$ cat src/rtl/button_counter.sv
// Up/down/clear push-button counter: each raw button is synchronised, debounced and
// edge-detected; up/down additionally auto-repeat while held.
module button_counter #(
    parameter int WIDTH           = 8,
    parameter int SYNC_STAGES     = 3,
    parameter int DEBOUNCE_CYCLES = 16,
    parameter int SATURATE        = 0,
    parameter int REPEAT_DELAY    = 2_000_000,
    parameter int REPEAT_PERIOD   = 500_000
) (
    input  logic             clock,
    input  logic             reset,
    input  logic             btn_up,
    input  logic             btn_down,
    input  logic             btn_clear,
    input  logic             load,
    input  logic [WIDTH-1:0] load_value,
    output logic [WIDTH-1:0] count,
    output logic             limit,
    output logic [2:0]       pressed
);

    localparam int CW   = $clog2(DEBOUNCE_CYCLES + 1);
    localparam int TMAX = (REPEAT_DELAY > REPEAT_PERIOD) ? REPEAT_DELAY : REPEAT_PERIOD;
    localparam int TW   = (TMAX > 1) ? $clog2(TMAX) : 1;

    localparam logic [CW-1:0]    DEB_DONE    = CW'(DEBOUNCE_CYCLES);
    localparam logic [TW-1:0]    DELAY_LAST  = TW'(REPEAT_DELAY - 1);
    localparam logic [TW-1:0]    PERIOD_LAST = TW'(REPEAT_PERIOD - 1);
    localparam logic [WIDTH-1:0] MAX_COUNT   = '1;

    typedef enum logic [1:0] {
        IDLE   = 2'd0,
        HOLD   = 2'd1,
        REPEAT = 2'd2
    } rpt_state_t;

    // Button index: 0 = up, 1 = down, 2 = clear.
    logic [2:0]             raw;
    logic [SYNC_STAGES-1:0] sync_q  [3];
    logic [2:0]             synced;
    logic [CW-1:0]          deb_cnt [3];
    logic [2:0]             deb;
    logic [2:0]             deb_d;
    logic [2:0]             rise;

    rpt_state_t             state_q [2];
    rpt_state_t             state_d [2];
    logic [TW-1:0]          timer_q [2];
    logic [TW-1:0]          timer_d [2];
    logic [1:0]             fire;
    logic [2:0]             step_d;
    logic [2:0]             step_q;

    assign raw     = {btn_clear, btn_down, btn_up};
    assign rise    = deb & ~deb_d;
    assign pressed = deb;
    assign step_d  = {rise[2], rise[1] | fire[1], rise[0] | fire[0]};

    always_comb begin
        synced = '0;
        for (int i = 0; i < 3; i++) begin
            synced[i] = sync_q[i][SYNC_STAGES-1];
        end
    end

    // The debounced level flips on the edge after the disagreement counter has reached
    // DEBOUNCE_CYCLES, so bounces shorter than that never reach deb.
    always_ff @(posedge clock) begin
        if (reset) begin
            for (int i = 0; i < 3; i++) begin
                sync_q[i]  <= '0;
                deb_cnt[i] <= '0;
            end
            deb   <= '0;
            deb_d <= '0;
        end else begin
            for (int i = 0; i < 3; i++) begin
                sync_q[i] <= {sync_q[i][SYNC_STAGES-2:0], raw[i]};
                if (synced[i] == deb[i]) begin
                    deb_cnt[i] <= '0;
                end else if (deb_cnt[i] == DEB_DONE) begin
                    deb[i]     <= synced[i];
                    deb_cnt[i] <= '0;
                end else begin
                    deb_cnt[i] <= deb_cnt[i] + 1'b1;
                end
            end
            deb_d <= deb;
        end
    end

    always_ff @(posedge clock) begin
        if (reset) begin
            for (int i = 0; i < 2; i++) begin
                state_q[i] <= IDLE;
                timer_q[i] <= '0;
            end
            step_q <= '0;
        end else begin
            for (int i = 0; i < 2; i++) begin
                state_q[i] <= state_d[i];
                timer_q[i] <= timer_d[i];
            end
            step_q <= step_d;
        end
    end

    // Auto-repeat for up (0) and down (1). Releasing the button drops straight to IDLE
    // without a step; with REPEAT_DELAY = 0 the HOLD state never times out.
    always_comb begin
        for (int i = 0; i < 2; i++) begin
            state_d[i] = state_q[i];
            timer_d[i] = timer_q[i];
            fire[i]    = 1'b0;
        end
        for (int i = 0; i < 2; i++) begin
            if (!deb[i]) begin
                state_d[i] = IDLE;
                timer_d[i] = '0;
            end else if (rise[i]) begin
                state_d[i] = HOLD;
                timer_d[i] = '0;
            end else begin
                case (state_q[i])
                    IDLE: begin
                        state_d[i] = IDLE;
                    end
                    HOLD: begin
                        if (REPEAT_DELAY != 0) begin
                            if (timer_q[i] == DELAY_LAST) begin
                                fire[i]    = 1'b1;
                                state_d[i] = REPEAT;
                                timer_d[i] = '0;
                            end else begin
                                timer_d[i] = timer_q[i] + 1'b1;
                            end
                        end
                    end
                    REPEAT: begin
                        if (timer_q[i] == PERIOD_LAST) begin
                            fire[i]    = 1'b1;
                            timer_d[i] = '0;
                        end else begin
                            timer_d[i] = timer_q[i] + 1'b1;
                        end
                    end
                    default: begin
                        state_d[i] = IDLE;
                        timer_d[i] = '0;
                    end
                endcase
            end
        end
    end

    // Priority: clear > load > (up with down cancels) > up > down. Losing steps are dropped.
    always_ff @(posedge clock) begin
        if (reset) begin
            count <= '0;
            limit <= 1'b0;
        end else begin
            limit <= 1'b0;
            if (step_q[2]) begin
                count <= '0;
            end else if (load) begin
                count <= load_value;
            end else if (step_q[0] && !step_q[1]) begin
                limit <= (count == MAX_COUNT);
                if (count != MAX_COUNT || SATURATE == 0) begin
                    count <= count + 1'b1;
                end
            end else if (step_q[1] && !step_q[0]) begin
                limit <= (count == '0);
                if (count != '0 || SATURATE == 0) begin
                    count <= count - 1'b1;
                end
            end
        end
    end

endmodule

$ cat config.mk
export PLATFORM = sky130hd
export DESIGN_NAME = button_counter
export DESIGN_NICKNAME = d
export VERILOG_FILES = /design/src/rtl/button_counter.sv
export SDC_FILE = /design/constraint.sdc
export NUM_CORES = 1
export LEC_CHECK = 0
export BUFFER_PORTS_ARGS = -buffer_cell sky130_fd_sc_hd__buf_2
export CAP_MARGIN = 20
export CORE_MARGIN = 1
export CORE_UTILIZATION = 40
export DETAILED_ROUTE_END_ITERATION = 7
export GPL_ROUTABILITY_DRIVEN = 0
export HOLD_SLACK_MARGIN = 0.02
export MAX_ROUTING_LAYER = met4
export SKIP_LAST_GASP = 1
export SLEW_MARGIN = 10
export SYNTH_ARGS = -nofsm -noshare
export SYNTH_HDL_FRONTEND = slang
export SYNTH_SLANG_ARGS = --single-unit
$ cat constraint.sdc
create_clock -name clock -period 5.1 [get_ports clock]
set_clock_uncertainty 0.2 [all_clocks]
set_input_delay 1.02 -clock clock [delete_from_list [all_inputs] [get_ports clock]]
set_output_delay 1.02 -clock clock [all_outputs]
set_load 0.03 [all_outputs]
-- Yosys cells after proc, flatten, opt, wreduce, memory -nomap -nowiden
Memory sizes are Yosys's and may differ from the RTL's.
Index checks and enable logic that the tools add are counted.
- bitwise gates (word level): 23
- $add $sub $neg: 7
- muxes and demuxes: 85
- equal/unequal tests: 15
- reductions and logical operators: 13
- operators by type and width (operator ; number):
    21-bit two-way mux ; 10
    21-bit one-hot mux with 3 select lines ; 2
    1-bit two-way mux ; 46
    5-bit two-way mux ; 9
    21-bit by 1-bit adder with 21-bit output, second input constant ; 2
    21-bit by 19-bit == test with 1-bit output, second input constant ; 2
    21-bit == test, second input constant ; 2
    8-bit two-way mux ; 3
    1-bit OR ; 18
    2-bit two-way mux ; 8
    5-bit by 1-bit adder with 5-bit output, second input constant ; 3
    5-bit == test, second input constant ; 3
    3-bit two-way mux ; 3
    8-bit by 1-bit adder with 8-bit output, second input constant ; 1
    8-bit == test, second input constant ; 1
    8-bit zero test ; 1
    2-bit one-hot mux with 2 select lines ; 2
    8-bit by 1-bit subtractor with 8-bit output, second input constant ; 1
    2-bit AND reduction ; 3
    2-bit by 1-bit == test with 1-bit output, second input constant ; 2
    2-bit == test, second input constant ; 2
    2-bit zero test ; 2
    1-bit one-hot mux with 2 select lines ; 2
    3-bit AND ; 1
    8 further kinds ; 14
- register bits after elaboration: 18
- memories kept: 4
- output and inout bits: 12
- RAM bits: 70
- bits of input ports: 14
- memories (name ; words ; width ; rd ports ; clocked after memory_dff ; write ports ; line ; RTL):
    timer_q ; 2 ; 21 ; 2 ; 0 ; 2 ; 49 ; logic [TW-1:0] timer_q [2];
    deb_cnt ; 3 ; 5 ; 3 ; 0 ; 3 ; 42 ; logic [CW-1:0] deb_cnt [3];
    sync_q ; 3 ; 3 ; 3 ; 0 ; 3 ; 40 ; logic [SYNC_STAGES-1:0] sync_q [3];
    state_q ; 2 ; 2 ; 2 ; 0 ; 2 ; 47 ; rpt_state_t state_q [2];

-- Depth between registers and ports, before layout
Gate-level depths: netlist of run 1.
- word-level depth: 7
- mapped depth: 9
- mapped depth without buffers: 8

-- Worst setup path before layout of run 1
OpenSTA, ideal clock, no wires.
- kind: input port to flip-flop
- start: input port reset
- end: memory timer_q[0][33] (netlist bit)
- stages on the path: 9
- setup slack: 2.478 ns
- arrival: 2.348 ns
- path buffers: 2
- path through: nand2b_1 -> inv_1 -> and2_1 -> nand3b_1 -> a21oi_1 -> buf_2 -> buf_2 -> a31oi_1 -> a31oi_1
- RTL lines (item ; line ; RTL):
    start, declared ; 12 ; input logic reset,
    end, declared ; 49 ;

-- Worst setup path in the final report of run 1
- start: register step_q[1]
- end: register count[6]
- longest elaborated chain between the ends: 4
- elaborated cells on any way between the ends: 6
- classes of those cells: 2 x mux; 4 x reduce/logical
- RTL lines (item ; line ; RTL):
    start, declared ; 53 ; logic [2:0] step_q;
    start signal, assigned ; 105 ; step_q <= step_d;
    1-bit zero test ; 168 ; end else if (step_q[0] && !step_q[1]) begin
    1-bit logical AND ; 168 ;
    8-bit two-way mux ; 168 ;
    8-bit two-way mux ; 166 ; end else if (load) begin
    end signal, assigned ; 167 ; count <= load_value;
    end signal, assigned ; 171 ; count <= count + 1'b1;
    end signal, assigned ; 176 ; count <= count - 1'b1;
    end, declared ; 18 ; output logic [WIDTH-1:0] count,
Parallel ways exist; a longest one is shown, timed or not.
A chain may end at the register's enable or synchronous reset.

==> out/qor.csv, run 1 <==
stage,metric,value,unit
floorplanning,core,0.0110,mm2
clock_network,tritoncts,done,
layout,antenna_cells,0,
timing,period_needed,2.68,ns
clock_network,worst_skew_pair.late_latency,0.35,ns
floorplanning,die_h,109,um
power_and_ir_drop,netSwitchingFraction,25.6,%
placed_design,placedCellCount,666,
placed_design,io_buffers,25,
worst_hold_path,min_from,deb_d[2]$_SDFF_PP0_,
clock_network,cts_inserted_buffers,9,
worst_hold_path,min_to,step_q[2]$_SDFF_PP0_,
global_route,grt_pass1_wl,15.0,mm
clock_network,clkTransAtPathRegs,0.07,ns
routing,drt_iter0_drc,191,
logic_synthesis,yosysUniqueCellTypes,55,
logic_synthesis,yosysTopAreaCellShare,31.8,%
power_and_ir_drop,power_frac_seq,49.1,%
logic_synthesis,synth_compound_area_share,14.8,%
global_route,antenna_found_initial,0,
logic_synthesis,synthMuxAreaShare,3.97,%
worst_setup_path,r2r_slack,2.42,ns
placed_design,dp_hpwl,6.26,mm
logic_synthesis,ys_seq_area_share,41.6,%
logic_synthesis,synth-adder-area-share,5.87,%
clock_network,h-tree-depth,3,
routing,drcViolationCount,0,
timing,hold_viol_final,0,
floorplanning,die_w,109,um
logic_synthesis,synth_flop_cell,dfxtp_1,
power_and_ir_drop,cellInternalPower,1.11,mW
clock_network,clockBufferDepth,2,
routing,drt-vias-per-instance,5.40,
logic_synthesis,synthTopCellsByCount,"dfxtp_1, nor2_1, nand2_1, a21oi_1, nand3_1",
worst_setup_path,crit_path_end_kind,register,
logic_synthesis,synth_top_family_by_area,simple AND/OR/NAND/NOR gates,
layout,fin_cells,682,
routing,totalWireLength,8.96,mm
floorplanning,initial_core_util,41.7,%
timing,finalMaxSlewViolations,0,
worst_setup_path,cp-start-kind,register,
clock_network,cts-root-buf,clkbuf_16,
routing,via_count,3686,
timing,layout_setup_ws,2.42,ns
layout,synthToLayoutAreaGrowth,12.1,%
logic_synthesis,synthTopCellsByArea,"dfxtp_1, edfxtp_1, ha_1, mux2i_1, nor2_1",
placed_design,place_area,0.00486,mm2
global_route,grt_use_total,16.5,%
timing,tightest_slew,0.926,ns
routing,ant_nets,0,
clock_network,cts.repair.resized,0,
worst_setup_path,worstRegToRegCells,8,
routing,dr.pass1.iters,4,
layout,layout-drive-gt1-share,10.1,%
power_and_ir_drop,p_per_area,289,mW/mm2
global_route,grt_max_degree,34,
timing,relSlewSlack,37.7,%
worst_hold_path,hold_depth,1,
power_and_ir_drop,p_clk_share,44.3,%
global_route,grt_pass1_vias,3246,
worst_setup_path,worst_r2r_endpoint,count[6]$_SDFFE_PP0P_,
floorplanning,rows,38,
logic_synthesis,synth-simple-area-share,24.6,%
logic_synthesis,ys_warn_count,0,
worst_setup_path,required,5.13,ns
logic_synthesis,synth_edf_count,15,
power_and_ir_drop,switching_power,0.382,mW
logic_synthesis,avgSynthCellArea,9.11,um2
logic_synthesis,synth_xor_area_share,4.95,%
worst_setup_path,crit_fanout,10,
logic_synthesis,ys_ff_latch,88,
logic_synthesis,yosysMostFrequentCell,dfxtp_1,
clock_network,postCtsHoldBufs,0,
floorplanning,die_area,0.0119,mm2
clock_network,cts_setup_buffers,0,
power_and_ir_drop,p_leak,1.99,nW
logic_synthesis,synthArstFlopShare,0,%
placed_design,post-place-ws,2.16,ns
run_status,status,"finished, final reports clean",
power_and_ir_drop,pwr-share-comb,6.6,%
timing,setup_tns,0,ns
logic_synthesis,netlist_instances,505,
timing,grt_setup_unrepaired,false,
worst_setup_path,critPathKind,reg -> reg,
worst_setup_path,r2r_start,step_q[1]$_SDFF_PP0_,
logic_synthesis,synth_area,0.00460,mm2
timing,setup_viol,0,
worst_setup_path,critPathArrivalTime,2.71,ns
worst_hold_path,hold_class,reg -> reg,
layout,postLayoutCellArea,0.00516,mm2
layout,finish.net_count,572,
global_route,grt_overflow,0,
power_and_ir_drop,peakVddDrop,217,uV
timing,fmax,0.373,GHz
clock_network,cts.sinks,88,
floorplanning,io_pins,26,
timing,period_share,52.6,%
routing,post_drt_wl_per_cell,13.1,um
run,max_cap_viol_count,0,
logic_synthesis,synth.largest_area_cell,dfxtp_1,
state kept, by name, indices dropped and copies added (netlist names):
register	count
timer_q	42
count	8
limit	1
deb_d	3
deb_cnt	15
sync_q	9
state_q	4
step_q	3
pressed	3
cell type report:
| type | instances | area (um2) |
|---|---|---|
| clock buffers | 9 | 225 |
| clock inverters | 7 | 68.8 |
| fillers | 1074 | 5870 |
| inverters | 21 | 78.8 |
| multi-input cells | 390 | 2560 |
| flip-flops and latches | 88 | 1910 |
| well taps | 140 | 175 |
| repair buffers | 27 | 140 |
metrics by stage:
step	util, %	power [mW]	hold slack [ns]
2_1_floorplan	-	0.821	0.167
3_3_place_gp	44.1	0.843	0.174
3_5_place_dp	44.1	0.847	0.172
4_1_cts	46.7	1.51	0.182
5_1_grt	46.7	1.56	0.232
6_report	46.7	1.49	0.183
how the worst max path moves through the flow:
stage                              start                           to  slack (ns)
floorplan                          reset  timer_q[0][33]$_SDFFE_PP0P_        2.48
global placement                   reset  timer_q[0][36]$_SDFFE_PP0P_        2.24
detailed placement                 reset  timer_q[0][36]$_SDFFE_PP0P_        2.16
CTS                 step_q[1]$_SDFF_PP0_        count[6]$_SDFFE_PP0P_        2.39
finish              step_q[1]$_SDFF_PP0_        count[6]$_SDFFE_PP0P_        2.42
global route        step_q[1]$_SDFF_PP0_        count[6]$_SDFFE_PP0P_        2.30
cells by family (layout without fill, tap and decap cells):
| group | count (synthesis) | after routing |
|---|---|---|
| compound gates | 99 | 99 |
| other cells | 1 | 15 |
| buf+inv | 41 | 64 |
| flops | 88 | 88 |
| mux | 18 | 18 |
| fa+ha+maj | 21 | 21 |
| simple gates | 211 | 211 |
| xor+xnor | 26 | 26 |
critical path: stages, from the launching register on:
cell and delay (ns):
dfxtp_1 0.31, nand2b_1 0.34, fa_1 0.52, a21o_1 0.18, a21oi_1 0.21, nand2b_1 0.15, mux2_2 0.33, o31ai_1 0.22
a211oi_1 0.10
per-layer routing:
layer	track usage, %	routed length [um]	vias up
met5	-	0	-
met4	7.43	178	0
met3	3.11	283	14
met2	26.0	4070	47
met1	20.3	4420	1747
li1	-	-	1878
cell usage in the layout, fill, tap and decap left out, types with 4 or more instances in the layout:
cell,Yosys,routed
and2_1,4,4
nor4bb_1,4,4
nor4_1,5,5
or3_1,4,4
dfxtp_1,73,73
nand2b_1,15,15
a21oi_1,28,27
o21ai_0,7,7
nor2b_1,15,15
nand2_1,37,37
a22o_1,13,13
nand4_1,13,13
mux2i_1,16,16
clkbuf_16,0,9
xor2_1,13,13
nor2_1,38,38
buf_2,4,25
nor3_1,14,14
a31oi_1,22,22
inv_1,21,21
or2b_1,5,5
edfxtp_1,15,15
and3_1,16,16
a21o_1,4,4
ha_1,20,20
conb_1,1,15
xnor2_1,13,13
nand3_1,28,28
power by group through the flow:
stage	registers (mW)	clock network, mW	logic (mW)
4_1_cts	0.732	0.680	0.0989
2_1_floorplan	0.756	0	0.0653
6_report	0.732	0.661	0.0979
3_5_place_dp	0.748	0	0.0984
3_3_place_gp	0.748	0	0.0957
5_1_grt	0.734	0.712	0.110
Note: power is estimated with default switching activity, not from simulation.
==> run 2: changes to the inputs <==
--- a/config.mk
+++ b/config.mk
@@ -5,6 +5,7 @@
 export SDC_FILE = /design/constraint.sdc
 export NUM_CORES = 1
 export LEC_CHECK = 0
+export ABC_AREA = 1
 export BUFFER_PORTS_ARGS = -buffer_cell sky130_fd_sc_hd__buf_2
 export CAP_MARGIN = 20
 export CORE_MARGIN = 1
==> constraint.sdc (replaced) <==
create_clock -name clock -period 2.3 [get_ports clock]
set_clock_uncertainty 0.2 [all_clocks]
set_input_delay 0.46 -clock clock [delete_from_list [all_inputs] [get_ports clock]]
set_output_delay 0.46 -clock clock [all_outputs]
set_load 0.03 [all_outputs]
==> run 2 against run 1 <==
Against the previous run:
- setup slack worse by 2.2 ns
- clock power grew 130%
- register-to-register slack worse by 2.2 ns
- largest cell class unchanged
- first-iteration DRC count increased by 43%
- critical path type unchanged
==> out/qor.csv, run 2 <==
stage,metric,value,unit,change
global_route,grt_use_total,18.7,%,+2.2 points
placed_design,place_area,0.00559,mm2,+15%
clock_network,cts_inserted_buffers,9,,unchanged
clock_network,cts.sinks,88,,unchanged
power_and_ir_drop,switching_power,0.934,mW,+140%
power_and_ir_drop,cellInternalPower,2.48,mW,+120%
timing,setup_viol,0,,unchanged
routing,ant_nets,0,,unchanged
floorplanning,rows,41,,+7.9%
timing,period_needed,2.06,ns,-0.624 ns
placed_design,io_buffers,25,,unchanged
routing,totalWireLength,11.2,mm,+25%
logic_synthesis,ys_warn_count,0,,unchanged
clock_network,cts_setup_buffers,0,,unchanged
worst_hold_path,hold_class,in -> reg,,
floorplanning,die_area,0.0135,mm2,+13%
routing,dr.pass1.iters,4,,unchanged
layout,fin_cells,977,,+43%
routing,via_count,4709,,+28%
routing,drt-vias-per-instance,4.82,,-11%
worst_setup_path,required,2.39,ns,-2.74 ns
layout,postLayoutCellArea,0.00589,mm2,+14%
layout,finish.net_count,835,,+46%
clock_network,h-tree-depth,3,,unchanged
routing,post_drt_wl_per_cell,11.5,um,-13%
layout,layout-drive-gt1-share,9.94,%,-0.21 points
timing,period_share,89.4,%,+37 points
clock_network,worst_skew_pair.late_latency,0.36,ns,about the same
clock_network,postCtsHoldBufs,0,,unchanged
worst_setup_path,r2r_start,step_q[1]$_SDFF_PP0_,,
worst_setup_path,cp-start-kind,register,,
timing,finalMaxSlewViolations,0,,unchanged
global_route,grt_max_degree,22,,-35%
logic_synthesis,synthArstFlopShare,0,%,unchanged
floorplanning,die_h,116,um,+6.4%
power_and_ir_drop,p_per_area,580,mW/mm2,+100%
timing,fmax,0.486,GHz,+30%
timing,setup_tns,0,ns,unchanged
layout,top_register,timer_q,,
logic_synthesis,yosysUniqueCellTypes,42,,-24%
worst_setup_path,crit_fanout,10,,unchanged
layout,synthToLayoutAreaGrowth,12.7,%,
floorplanning,io_pins,26,,unchanged
logic_synthesis,synth_edf_count,15,,unchanged
logic_synthesis,yosysMostFrequentCell,nand2_1,,
power_and_ir_drop,power_frac_seq,48.0,%,-1.1 points
floorplanning,initial_core_util,41.2,%,-0.49 points
power_and_ir_drop,pwr-share-comb,8.5,%,+1.9 points
power_and_ir_drop,peakVddDrop,333,uV,+53%
placed_design,placedCellCount,961,,+44%
run_status,status,"finished, final reports clean",,
placed_design,dp_hpwl,8.40,mm,+34%
floorplanning,die_w,116,um,+6.4%
clock_network,cts.repair.resized,0,,unchanged
floorplanning,core,0.0127,mm2,+15%
logic_synthesis,synthTopCellsByArea,"dfxtp_1, nand2_1, edfxtp_1, nor2_1, a21oi_1",,
clock_network,tritoncts,done,,
logic_synthesis,synth.largest_area_cell,dfxtp_1,,
logic_synthesis,synthTopCellsByCount,"nand2_1, nor2_1, inv_1, dfxtp_1, a21oi_1",,
layout,largest_register_ff_count,42,,unchanged
timing,hold_viol_final,0,,unchanged
logic_synthesis,yosysTopAreaCellShare,28.0,%,-3.8 points
clock_network,clockBufferDepth,2,,unchanged
global_route,grt_pass1_wl,19.2,mm,+28%
layout,layout_commonest_cell,nand2_1,,
power_and_ir_drop,p_clk_share,43.5,%,-0.8 points
clock_network,clkTransAtPathRegs,0.07,ns,about the same
routing,drt_iter0_drc,274,,+43%
layout,largestRegisters,"timer_q x42, deb_cnt x15, sync_q x9",,
worst_setup_path,critPathArrivalTime,2.15,ns,-0.56 ns
power_and_ir_drop,p_leak,2.20,nW,+11%
layout,fin_util,46.5,%,-0.28 points
clock_network,cts-root-buf,clkbuf_16,,
worst_setup_path,crit_path_start,step_q[1]$_SDFF_PP0_,,
power_and_ir_drop,fin_total_pwr,3.41,mW,+130%
logic_synthesis,synth_flop_cell,dfxtp_1,,
layout,antenna_cells,0,,unchanged
routing,drcViolationCount,0,,unchanged
power_and_ir_drop,netSwitchingFraction,27.3,%,+1.7 points
logic_synthesis,synth_area,0.00522,mm2,+14%
layout,final_cell_mix,"nand2_1, nor2_1, inv_1, dfxtp_1, a21oi_1",,
global_route,grt_overflow,0,,unchanged
logic_synthesis,ys_seq_area_share,36.6,%,-4.9 points
logic_synthesis,avgSynthCellArea,6.87,um2,-25%
logic_synthesis,ys_ff_latch,88,,unchanged
global_route,grt_pass1_vias,4318,,+33%
worst_setup_path,crit_path_end_kind,register,,
logic_synthesis,netlist_instances,760,,+50%
worst_setup_path,critPathKind,reg -> reg,,
timing,grt_setup_unrepaired,false,,
global_route,antenna_found_initial,0,,unchanged
run,max_cap_viol_count,0,,unchanged
worst_hold_path,min_from,btn_up,,
-- run 2: metal layers --
metal | routed length [um] | up-vias | share of wire, % | global-route usage (%)
met1 | 5380 | 2127 | 48 | 22.3
li1 | - | 2511 | - | -
met5 | 0 | - | 0 | -
met3 | 335 | 17 | 3.0 | 4.15
met2 | 5290 | 54 | 47 | 30.3
met4 | 213 | 0 | 1.9 | 7.69
-- run 2: layout make-up --
type / instances / area (um2)
multi-input combinational: 576 / 2890
clock buffer: 9 / 225
clock inverter: 7 / 75.1
tap: 172 / 215
timing repair buffer: 40 / 250
sequential: 88 / 1910
fill: 1316 / 6780
inverter: 85 / 319
-- run 2: logic make-up after synthesis --
kind of cell             Yosys count  share of synthesized area [%]
AO/OA/AOI/OAI                     99                           10.1
XOR/XNOR                          27                           4.53
adder cells (fa/ha/maj)           21                           5.17
buffers and inverters            110                           9.06
flip-flops                        88                           36.6
other                              1                         0.0718
AND/OR/NAND/NOR                  414                           34.5
-- run 2: final timing paths --
path | to | slack [ns] | depth (start not counted)
min | sync_q[0][0]$_SDFF_PP0_ | 0.1 | 3
max | count[4]$_SDFFE_PP0P_ | 0.24 | 8
max reg2reg | count[4]$_SDFFE_PP0P_ | 0.24 | 8
min reg2reg | step_q[2]$_SDFF_PP0_ | 0.19 | 1
-- run 2: per-stage QoR --
| step | worst slack (ns) | hold slack, ns |
|---|---|---|
| 2_1_floorplan | 0.469 | 0.173 |
| 3_3_place_gp | 0.310 | 0.178 |
| 3_5_place_dp | 0.258 | 0.179 |
| 4_1_cts | 0.243 | 0.0857 |
| 5_1_grt | 0.0624 | 0.107 |
| 6_report | 0.244 | 0.100 |
-- run 2: critical path, stage by stage, from the launching register on --
cell     delay, ns
dfxtp_1       0.30
inv_1         0.05
nand2_1       0.23
ha_1          0.46
a21o_1        0.20
a31oi_1       0.20
xnor2_1       0.17
nand2_1       0.08
a21oi_1       0.11
-- run 2: power groups by stage --
stage / logic [mW] / clock network [mW] / registers [mW]
floorplan: 0.186 / 0 / 1.70
finish: 0.289 / 1.49 / 1.64
CTS: 0.289 / 1.52 / 1.64
global placement: 0.280 / 0 / 1.67
detailed placement: 0.288 / 0 / 1.68
global route: 0.330 / 1.58 / 1.65
